--- config.mk ---
export PLATFORM = sky130hd
export DESIGN_NAME = dmem_port_arbiter
export DESIGN_NICKNAME = d
export VERILOG_FILES = /design/src/rtl/dmem_port_arbiter_pkg.sv /design/src/rtl/dmem_port_arbiter_sat_counter.sv /design/src/rtl/dmem_port_arbiter.sv
export SDC_FILE = /design/constraint.sdc
export NUM_CORES = 1
export LEC_CHECK = 0
export CORE_ASPECT_RATIO = 0.75
export CORE_MARGIN = 3
export CORE_UTILIZATION = 38
export CTS_CLUSTER_SIZE = 10
export DETAILED_ROUTE_END_ITERATION = 8
export GPL_ROUTABILITY_DRIVEN = 0
export PLACE_DENSITY = 0.91
export SLEW_MARGIN = 15
export SYNTH_ARGS = -nofsm -noshare
export SYNTH_HDL_FRONTEND = slang
export SYNTH_HIERARCHICAL = 1
export SYNTH_SLANG_ARGS = --single-unit
--- constraint.sdc ---
create_clock -name clk -period 3.1 [get_ports clk]
set_input_delay 0.775 -clock clk [delete_from_list [all_inputs] [get_ports clk]]
set_output_delay 0.775 -clock clk [all_outputs]
set_load 0.02 [all_outputs]
--- src/rtl/dmem_port_arbiter_pkg.sv ---
// Shared types for the data-memory port arbiter: FSM states, grant owner
// and the fixed access size used for debug/loader traffic.
package dmem_arb_pkg;

   typedef enum logic [1:0] {
      IDLE         = 2'd0,
      CORE_RD_WAIT = 2'd1,
      DBG_RD_WAIT  = 2'd2
   } arb_state_e;

   typedef enum logic {
      GNT_CORE = 1'b0,
      GNT_DBG  = 1'b1
   } gnt_e;

   // Debug/loader accesses are always full words.
   localparam logic [2:0] DBG_FUNCT3 = 3'b010;

endpackage

--- src/rtl/dmem_port_arbiter_sat_counter.sv ---
// Saturating up-counter with synchronous clear; holds when neither inc nor clr.
// Used to count consecutive denied debug cycles.
module sat_counter #(
   parameter int  MAX   = 8,
   localparam int CNT_W = $clog2(MAX + 1)
) (
   input  logic             clk,
   input  logic             reset,
   input  logic             inc,
   input  logic             clr,
   output logic [CNT_W-1:0] cnt
);

   always_ff @(posedge clk) begin
      if (reset || clr) begin
         cnt <= '0;
      end else if (inc && (cnt != CNT_W'(MAX))) begin
         cnt <= cnt + 1'b1;
      end
   end

endmodule

--- src/rtl/dmem_port_arbiter.sv ---
// Shares the single data-memory port between the MEM stage and a debug/loader
// master: fixed core priority with a starvation limit for the debug side.
//
// state        | meaning
// -------------+-----------------------------------------------------------
// IDLE         | port free; grants issued here (writes finish in this cycle)
// CORE_RD_WAIT | core read issued last cycle; return mem_rdata to core
// DBG_RD_WAIT  | dbg read issued last cycle; return mem_rdata to dbg
module dmem_port_arbiter
   import dmem_arb_pkg::*;
#(
   parameter int ADDR_W     = 9,
   parameter int DATA_W     = 32,
   parameter int STARVE_LIM = 8
) (
   input  logic              clk,
   input  logic              reset,
   input  logic              core_req_rd,
   input  logic              core_req_wr,
   input  logic [ADDR_W-1:0] core_addr,
   input  logic [DATA_W-1:0] core_wdata,
   input  logic [2:0]        core_funct3,
   output logic              core_stall,
   output logic              core_rvalid,
   output logic [DATA_W-1:0] core_rdata,
   input  logic              dbg_req_valid,
   input  logic              dbg_req_we,
   input  logic [ADDR_W-1:0] dbg_addr,
   input  logic [DATA_W-1:0] dbg_wdata,
   output logic              dbg_ready,
   output logic              dbg_rvalid,
   output logic [DATA_W-1:0] dbg_rdata,
   output logic              mem_rd,
   output logic              mem_wr,
   output logic [ADDR_W-1:0] mem_addr,
   output logic [DATA_W-1:0] mem_wdata,
   output logic [2:0]        mem_funct3,
   input  logic [DATA_W-1:0] mem_rdata
);

   localparam int CNT_W = $clog2(STARVE_LIM + 1);

   arb_state_e        state_q, state_d;
   gnt_e              gnt_sel;
   logic              gnt_valid;
   logic              gnt_is_wr;
   logic              core_req;
   logic              core_done;
   logic              starve_full;
   logic              starve_inc;
   logic              starve_clr;
   logic [CNT_W-1:0]  starve_cnt;
   logic [DATA_W-1:0] core_rdata_q;
   logic [DATA_W-1:0] dbg_rdata_q;

   assign core_req    = core_req_rd | core_req_wr;
   assign starve_full = (starve_cnt == CNT_W'(STARVE_LIM));

   // Grant decision; only IDLE can grant, and nothing is granted during reset.
   always_comb begin
      gnt_valid = 1'b0;
      gnt_sel   = GNT_CORE;
      if ((state_q == IDLE) && !reset) begin
         if (dbg_req_valid && (!core_req || starve_full)) begin
            gnt_valid = 1'b1;
            gnt_sel   = GNT_DBG;
         end else if (core_req) begin
            gnt_valid = 1'b1;
         end
      end
   end

   // A simultaneous core read+write is treated as a write.
   assign gnt_is_wr = (gnt_sel == GNT_DBG) ? dbg_req_we : core_req_wr;

   always_ff @(posedge clk) begin
      if (reset) begin
         state_q <= IDLE;
      end else begin
         state_q <= state_d;
      end
   end

   always_comb begin
      state_d = state_q;
      case (state_q)
         IDLE: begin
            if (gnt_valid && !gnt_is_wr) begin
               state_d = (gnt_sel == GNT_DBG) ? DBG_RD_WAIT : CORE_RD_WAIT;
            end
         end
         CORE_RD_WAIT: state_d = IDLE;
         DBG_RD_WAIT:  state_d = IDLE;
         default:      state_d = IDLE;
      endcase
   end

   always_comb begin
      mem_rd      = 1'b0;
      mem_wr      = 1'b0;
      mem_addr    = '0;
      mem_wdata   = '0;
      mem_funct3  = '0;
      dbg_ready   = 1'b0;
      core_rvalid = (state_q == CORE_RD_WAIT) && !reset;
      dbg_rvalid  = (state_q == DBG_RD_WAIT) && !reset;
      if (gnt_valid) begin
         mem_wr = gnt_is_wr;
         mem_rd = !gnt_is_wr;
         if (gnt_sel == GNT_DBG) begin
            mem_addr   = dbg_addr;
            mem_wdata  = dbg_wdata;
            mem_funct3 = DBG_FUNCT3;
            dbg_ready  = 1'b1;
         end else begin
            mem_addr   = core_addr;
            mem_wdata  = core_wdata;
            mem_funct3 = core_funct3;
         end
      end
   end

   assign core_done  = (gnt_valid && (gnt_sel == GNT_CORE) && core_req_wr) || core_rvalid;
   assign core_stall = core_req && !core_done && !reset;

   // Read data is presented live on the return cycle and held afterwards.
   always_ff @(posedge clk) begin
      if (reset) begin
         core_rdata_q <= '0;
         dbg_rdata_q  <= '0;
      end else begin
         if (core_rvalid) core_rdata_q <= mem_rdata;
         if (dbg_rvalid)  dbg_rdata_q  <= mem_rdata;
      end
   end

   assign core_rdata = reset ? '0 : (core_rvalid ? mem_rdata : core_rdata_q);
   assign dbg_rdata  = reset ? '0 : (dbg_rvalid  ? mem_rdata : dbg_rdata_q);

   // Starvation count only moves in IDLE; it is frozen across read-wait cycles.
   assign starve_inc = (state_q == IDLE) && dbg_req_valid && !dbg_ready;
   assign starve_clr = (state_q == IDLE) && (dbg_ready || !dbg_req_valid);

   sat_counter #(.MAX(STARVE_LIM)) u_starve_cnt (
      .clk   (clk),
      .reset (reset),
      .inc   (starve_inc),
      .clr   (starve_clr),
      .cnt   (starve_cnt)
   );

endmodule

Yosys cells after proc, flatten, opt, wreduce, memory -nomap -nowiden. Index checks and enable logic that the tools add are counted.

Add/sub/neg operators: 1. Equality and inequality tests: 4. Multiplexer cells: 21. Bitwise logic cells: 3. Reduce and logical (&&, ||, !) cells: 25.

Operators with widths (number): $mux W32 (6); $mux W9 (2); $logic_and A1 B1 Y1 (13); $mux W1 (10); $logic_not A1 Y1 (6); $mux W3 (2); $add A4 B1 Y4 const B (1); $eq A4 B4 Y1 const B (1); $logic_or A1 B1 Y1 (4); $ne A4 B4 Y1 const B (1); $eq A2 B1 Y1 const B (1); $eq A2 B2 Y1 const B (1); $logic_not A2 Y1 (1); $mux W2 (1); $not A1 Y1 (2); $reduce_or A2 Y1 (1); $or A1 B1 Y1 (1).

Flip-flop bits (word level): 70. Input port bits: 123. Output and inout port bits: 114. Word-level logic and storage cells: 58.

Longest topological paths before layout. Gate-level depths: netlist of the first run.

Word-level depth: 13. Depth in mapped cells: 6. Gate-level depth less buffers: 6.

Modules after synthesis. The synthesis of the first run kept the hierarchy.

By module, submodules not included: dmem_port_arbiter (instances 1, cells each 392, area an instance 3126.7 µm², sequential area each 1321.3 µm²); sat_counter (instances 1, cells each 25, area an instance 224.0 µm², sequential area each 80.1 µm²).

Worst setup path after synthesis of the first run. Ideal clock, no wire load.

Path type: input -> output. Start: in reset. End: out mem_addr[1]. Arrival: 2.050 ns. Data required time: 2.325 ns. Slack: 0.275 ns. Stages on the path: 5. Path buffers: 2. Cell sequence: buf_2 > nor3_2 > clkbuf_1 > nand3_1 > o21ai_0.

Longest elaborated chain between the ends: 5. Elaborated cells on any way between the ends: 6. Those cells by class: mux (4); reduce/logical (2).

Ends and longest elaborated chain: start, declared (RTL line dmem_port_arbiter.sv:17) `input logic reset,`; $logic_not A1 Y1 (*) (RTL line dmem_port_arbiter.sv:63) `if ((state_q == IDLE) && !reset) begin`; $logic_and A1 B1 Y1 (*) (RTL line dmem_port_arbiter.sv:63); $mux W1 (RTL line dmem_port_arbiter.sv:63); $mux W9 (RTL line dmem_port_arbiter.sv:110) `if (gnt_sel == GNT_DBG) begin`; $mux W9 (*) (RTL line dmem_port_arbiter.sv:107) `if (gnt_valid) begin`; end, declared (RTL line dmem_port_arbiter.sv:35) `output logic [ADDR_W-1:0] mem_addr,`.

Every way passes the cells marked *; elsewhere a longest branch is shown, timed or not.

Final worst setup path of the first run.
Start: in core_req_rd. End: out mem_wdata[8].

Longest elaborated chain between the ends: 8. Elaborated cells on any way between the ends: 11. Those cells by class: mux (7); bitwise (1); reduce/logical (3).

Ends and longest elaborated chain: start, declared (RTL line dmem_port_arbiter.sv:18) `input logic core_req_rd,`; $or A1 B1 Y1 (*) (RTL line dmem_port_arbiter.sv:56) `assign core_req = core_req_rd | core_req_wr;`; $logic_not A1 Y1 (RTL line dmem_port_arbiter.sv:64) `if (dbg_req_valid && (!core_req || starve_full)) begin`; $logic_or A1 B1 Y1 (RTL line dmem_port_arbiter.sv:64); $logic_and A1 B1 Y1 (RTL line dmem_port_arbiter.sv:64); $mux W1 (RTL line dmem_port_arbiter.sv:64); $mux W1 (RTL line dmem_port_arbiter.sv:63); $mux W32 (RTL line dmem_port_arbiter.sv:110); $mux W32 (*) (RTL line dmem_port_arbiter.sv:107); end, declared (RTL line dmem_port_arbiter.sv:36) `output logic [DATA_W-1:0] mem_wdata,`.

Marks and branches as above.

==> flow_summary.ini, run 1 <==
[layout]
nets = 776
area_growth_pct = 87.75
fillerInstances = 637
antenna_cells = 0
seq_area_um2 = 1404
drive_gt1_share_pct = 15.70
finalCoreUtilization_pct = 73.78
final_cell_mix = 153 x clkdlybuf4s50_1, 68 x dfxtp_1, 66 x nand2_1, 43 x nand3_1, 41 x o211ai_1
multi_input_area_um2 = 1764
layout_commonest_cell = clkdlybuf4s50_1

[power_and_ir_drop]
seqPwrFrac_pct = 35.2
p_sw_share_pct = 24.28
pwr-share-comb_pct = 20.8
power_mw = 2.663
power.density_nw_per_um2 = 423.2
clkPwrFrac_pct = 44.0
peakVddDrop_mv = 0.5264
leakagePower_nw = 2.846
p_int_mw = 2.016
switching_power_mw = 0.6464

[yosys]
synthArstFlopShare_pct = 0
synth_seq_cells = 70
syn_inst = 417
synth_top_area_share_pct = 41.82
synth_area_leaders = dfxtp_1 42%, o211ai_1 9.2%, a22o_1 8.4%
ys_seq_area_share_pct = 41.82
synth_cell_types = 35
postSynthAreaPerCell_um2 = 8.035
synth_area_leader_cell = dfxtp_1
syn-num-nets = 542
yosysWarnings = 6
synth_edf_count = 0
ys.flop_type = dfxtp_1
syn-cell-area_um2 = 3351

[global_route]
grt_pass1_wl_mm = 20.60
busiest_layer = met2
grt_pass1_vias = 4200
use_met3_pct = 10.21
antenna_found_initial = 0
use_met1_pct = 29.56
overflow = 0
grt_use_met2_pct = 44.74
grt_max_degree = 43
grt.total_usage_pct = 25.89

[drt]
drc_errors = 0
drtIter0Drc = 189
drt-pass1-iter-count = 5
ant_nets = 0
wl_per_cell_um = 17.62
via_per_inst = 5.403
wl_mm = 13.46
vias = 4128

[die]
fp.dieW_um = 114.4
start_util_pct = 39.30
core_area_um2 = 8527
ios = 237
fp.dieArea_um2 = 9992
rows = 29
die_y_um = 87.32

[sta]
slew_violations = 0
relSlewSlack_pct = 70.08
finalSetupViolCount = 0
fin_tns_setup_ns = 0
period_minus_slack_ns = 3.062
clock.fmax_ghz = 0.3266
fin_skew_ns = 0.006370
hold_viol_final = 0
tightest_slew_ns = 0.4470
finalCritPeriodShare_pct = 98.78
rsz0062_at_grt = yes

[clock_network]
cts_buffer_depth = 2
clk_pin_slew_worst_paths_ns = 0.06
cts_tree = yes
cts_hold_buf = 0
htreeDepth = 3
cts_sinks = 70
insertion_delay_ns = 0.33
clockRootBuffer = clkbuf_16
cts_buffers = 9

[min_path]
hold_path.startpoint = dbg_rdata_q[5]$_DFF_P_
hp-class = reg2reg

[critical_path]
worstSetupPathType = in2out
start_kind = input port
r2r-start = u_starve_cnt/cnt[1]$_SDFFE_PP0P_
cp.required_ns = 2.32
worst_ep_arrival_time_ns = 2.29
crit_fanout = 16
startpoint = core_req_rd
critPathCaptureType = output pin

[status]
status = finished, final reports clean

[job]
drv_cap = 0

[placement]
io_buffers = 236
dp_hpwl_mm = 9.759
kinds of logic (layout without fill, tap and decap cells):
| family | Yosys count | in the layout | share of synthesized area [%] |
|---|---|---|---|
| and+or+nand+nor | 136 | 136 | 19.94 |
| buffers and inverters | 50 | 289 | 6.273 |
| xor gates and xnor gates | 1 | 1 | 0.2614 |
| adders and majority gates | 2 | 2 | 0.7467 |
| DFF | 70 | 70 | 41.82 |
| AOI/OAI and AO/OA | 158 | 158 | 30.96 |
flip-flops by register name, summed over array words and instances, names as in the netlist:
signal and flops:
core_rdata_q 32, dbg_rdata_q 32, u_starve_cnt/cnt 4, state_q 2
power by group through the flow:
stage / sequential [mW] / clock (mW) / combinational, mW
6_report: 0.936 / 1.17 / 0.554
5_1_grt: 0.938 / 1.24 / 0.587
4_1_cts: 0.936 / 1.20 / 0.556
3_5_place_dp: 0.955 / 0 / 0.586
3_3_place_gp: 0.954 / 0 / 0.575
2_1_floorplan: 0.952 / 0 / 0.229
cells in the mapped netlist, types with 3 or more instances:
master and instances:
a21boi_0 3, a21oi_1 33, a22o_1 32, and3_1 3, buf_2 15, clkbuf_1 28
dfxtp_1 70, inv_1 5, nand2_1 66, nand3_1 43, nor2_1 5, nor3_1 3
o211ai_1 41, o21ai_0 36, o21ai_1 8
final timing paths:
check                                endpoint  slack (ns)  depth (start not counted)
max                              mem_wdata[8]        0.04                          7
min                    dbg_rdata_q[5]$_DFF_P_        0.46                          2
max reg2reg  u_starve_cnt/cnt[0]$_SDFFE_PP0P_        1.19                          6
min reg2reg            dbg_rdata_q[5]$_DFF_P_        0.46                          2
worst max-delay path, cell delays in order:
cell and delay [ns]:
clkdlybuf4s50_1 0.44, or3_4 0.40, buf_12 0.16, buf_12 0.15, nand3_1 0.12, o21ai_2 0.07
buf_4 0.16
metal layers:
layer	up-vias	wire length, µm
met4	0	290
met2	191	6802
met1	1921	5243
li1	1988	-
met3	28	1123
met5	-	0
through the flow:
| step | std cells | area (µm²) | setup WS (ns) | hold WS [ns] |
|---|---|---|---|---|
| floorplan | 417 | 3351 | 0.2749 | 0.5299 |
| global placement | 744 | 6010 | -0.3707 | 0.4464 |
| detailed placement | 744 | 6010 | -0.4292 | 0.4512 |
| CTS | 764 | 6260 | 0.001774 | 0.4622 |
| global route | 764 | 6291 | -0.008272 | 0.4787 |
| finish | 764 | 6291 | 0.03785 | 0.4604 |
cell type report:
| cell class | instances | area share [%] |
|---|---|---|
| multi-input combinational | 297 | 28.04 |
| sequential | 70 | 22.32 |
| clock inverter | 6 | 1.730 |
| timing repair buffer | 267 | 41.61 |
| inverter | 6 | 0.3580 |
| clock buffer | 10 | 3.799 |
| tap | 108 | 2.148 |
repair_timing:
action                                  CTS  global route
endpoints found under the setup margin   55            67
pin swaps                                 0             1
gates cloned                              1             0
buffers inserted                          3             0
gates resized for setup                 173            68
hold endpoints to repair                  0             0
Power figures use the tool's default switching activity.
==> run 2, diff against run 1 <==
CORE_UTILIZATION = 39   (was 38)
PLACE_DENSITY = 0.9   (was 0.91)
SYNTH_HIERARCHICAL = unset   (was 1)
==> flow_summary.ini, run 2 <==
[placement]
io_buffers = 236
dp_hpwl_mm = 10.99
place_ws_ns = -0.5609

[clock_network]
cts_hold_buf = 0
clockRootBuffer = clkbuf_16
htreeDepth = 3
cts_tree = yes
cts_buffers = 9
cts_sinks = 70
cts_buffer_depth = 2
clk_pin_slew_worst_paths_ns = 0.05
insertion_delay_ns = 0.33

[critical_path]
cp_num_cells = 8
worstSetupPathType = reg2out
reg2reg_slack_ns = 1.42
crit_buf_inv = 4
crit_chain = inv_1 -> ha_1 -> and3b_2 -> o21ai_2 -> inv_2 -> buf_4 -> o21ai_0 -> clkdlybuf4s15_1
cpPeakStageDelay_ns = 0.36
r2r-start = u_starve_cnt.cnt[0]$_SDFFE_PP0P_
worst_ep_arrival_time_ns = 2.28
endpoint = mem_wdata[7]
start_kind = register
startpoint = u_starve_cnt.cnt[0]$_SDFFE_PP0P_
crit_fanout = 6
cp.required_ns = 2.32
cp_top_family = buffers and inverters
cp_slowest_cell = dfxtp_2
reg2reg_to = u_starve_cnt.cnt[3]$_SDFFE_PP0P_
critPathCaptureType = output pin
rr_worst_depth = 5

[global_route]
antenna_found_initial = 2
grt_pass1_vias = 4583
grt_pass1_wl_mm = 23.09
grt_max_degree = 66
grt.total_usage_pct = 28.22
overflow = 0

[die]
fp.dieArea_um2 = 10430
core_area_um2 = 8708
die_y_um = 89.19
start_util_pct = 41.32
ios = 237
fp.dieW_um = 116.9
rows = 29

[sta]
fin_ws_ns = 0.04859
period_minus_slack_ns = 3.051
finalSetupViolCount = 0
clock.fmax_ghz = 0.3277
relSlewSlack_pct = 62.13
slew_violations = 0
hold_ws_ns = 0.4594
fin_tns_setup_ns = 0
finalCritPeriodShare_pct = 98.43
hold_viol_final = 0
tightest_slew_ns = 0.5681
fin_skew_ns = 0.003472
rsz0062_at_grt = yes

[yosys]
ys.flop_type = dfxtp_1
synth_area_leaders = dfxtp_1 39%, nand2_1 10%, o21ai_0 9.0%
yosysWarnings = 0
yosys.area_share.adder_pct = 0.6954
synth_seq_cells = 70
synth_area_leader_cell = dfxtp_1
syn_inst = 492
synth_top_family_by_area = simple AND/OR/NAND/NOR gates
synth_compound_area_share_pct = 26.39
synthArstFlopShare_pct = 0
synth_cell_types = 39
synthMuxAreaShare_pct = 0
yosys.area_share.simple_pct = 27.36
syn-cell-area_um2 = 3598
ys_top_cells_by_count = 98 x nand2_1, 70 x dfxtp_1, 65 x o21ai_0
ys_seq_area_share_pct = 38.94
synth_edf_count = 0
synth_top_area_share_pct = 38.94
postSynthAreaPerCell_um2 = 7.314
synth_most_common_cell = nand2_1
synth-xor-area-share_pct = 0
syn-num-nets = 617

[drt]
vias = 4663
drt-pass1-iter-count = 5
ant_nets = 0
wl_mm = 14.96
met1_length_mm = 5.832
drc_errors = 0
met2WireLength_mm = 7.470
wl_per_cell_um = 17.79
routed-wl-met3_mm = 1.108
via_per_inst = 5.545
top_layer_used = met5
drtIter0Drc = 430

[min_path]
hp-class = reg2reg

[power_and_ir_drop]
power.density_nw_per_um2 = 400.5
clkPwrFrac_pct = 42.0
pwr-share-comb_pct = 22.0
p_sw_share_pct = 25.57
power_mw = 2.608
switching_power_mw = 0.6670
peakVddDrop_mv = 0.2981
p_int_mw = 1.941
seqPwrFrac_pct = 35.9
leakagePower_nw = 2.568

[layout]
fillerInstances = 648
layout_commonest_cell = clkdlybuf4s50_1
area_growth_pct = 80.95
final_cell_mix = 150 x clkdlybuf4s50_1, 98 x nand2_1, 67 x dfxtp_1, 63 x o21ai_0, 52 x dlygate4sd2_1
top_regs = core_rdata_q: 32 flops, dbg_rdata_q: 32 flops, u_starve_cnt.cnt: 4 flops
finalCoreUtilization_pct = 74.77
nets = 852
drive_gt1_share_pct = 12.30

[status]
status = finished, final reports clean

[job]
drv_cap = 0
run 2: cell count changes after synthesis, sizes merged, moves of 5 or more:
cell,previous run,this run
nand2b,2,33
a22o,32,0
clkbuf,28,33
nand2,66,98
o21ai,45,76
run 2: kinds of logic after synthesis:
group / count (synthesis)
AND/OR/NAND/NOR: 200
AO/OA/AOI/OAI: 163
buffers and inverters: 57
flip-flops: 70
adder cells (fa/ha/maj): 2
run 2: final cells by class:
type / instances / area (µm²) / share of cell area, %
inverter: 5 / 18.77 / 0.2882
clock inverter: 5 / 81.33 / 1.249
sequential: 70 / 1405 / 21.58
timing repair buffer: 276 / 2633 / 40.43
tap: 108 / 135.1 / 2.075
multi-input combinational: 365 / 1993 / 30.61
clock buffer: 11 / 242.7 / 3.728
antenna: 1 / 2.502 / 0.03843
run 2: how the worst min path moves through the flow:
stage | end | slack [ns] | depth (start not counted) | startpoint
2_1_floorplan | u_starve_cnt.cnt[0]$_SDFFE_PP0P_ | 0.48 | 2 | u_starve_cnt.cnt[0]$_SDFFE_PP0P_
3_3_place_gp | dbg_rdata_q[23]$_DFF_P_ | 0.45 | 2 | dbg_rdata_q[23]$_DFF_P_
3_5_place_dp | dbg_rdata_q[15]$_DFF_P_ | 0.45 | 2 | dbg_rdata_q[15]$_DFF_P_
4_1_cts | dbg_rdata_q[15]$_DFF_P_ | 0.46 | 2 | dbg_rdata_q[15]$_DFF_P_
5_1_grt | dbg_rdata_q[15]$_DFF_P_ | 0.48 | 2 | dbg_rdata_q[15]$_DFF_P_
6_report | dbg_rdata_q[15]$_DFF_P_ | 0.46 | 2 | dbg_rdata_q[15]$_DFF_P_
run 2: tightest hold or removal path: stages, from the launching register on:
cell and delay (ns):
dfxtp_1 0.29, nand2_1 0.04, a21oi_1 0.07
run 2: what timing repair did:
| action | CTS | global route |
|---|---|---|
| resized for setup | 115 | 60 |
| pin swaps | 1 | 2 |
| gates cloned | 1 | 0 |
| setup endpoints to repair | 101 | 68 |
| buffers inserted | 1 | 2 |
run 2: per-stage QoR:
stage          area, µm²  cells
2_1_floorplan       3598    492
3_3_place_gp        6233    820
3_5_place_dp        6233    820
4_1_cts             6524    838
5_1_grt             6511    841
6_report            6511    841
run 2: power groups by stage:
stage                     Combinational, mW  Sequential, mW  Clock (mW)
after CTS                             0.570           0.937        1.12
after detailed placement              0.605           0.956           0
final                                 0.574           0.937        1.10
after global placement                0.592           0.954           0
after floorplan                       0.239           0.950           0
after global routing                  0.613           0.940        1.15
run 2: metal layers:
layer	up-vias	GRT usage, %
met5	-	0
met4	2	12.92
met3	50	7.713
met2	222	47.81
met1	2187	33.58
li1	2202	-
==> run 3, diff against run 2 <==
CORE_UTILIZATION = 38   (was 39)
PLACE_DENSITY = 0.91   (was 0.9)
SYNTH_HIERARCHICAL = 1   (was unset)
==> results of run 3 <==
The final DEF is identical to that of run 1; final timing and power are the same.
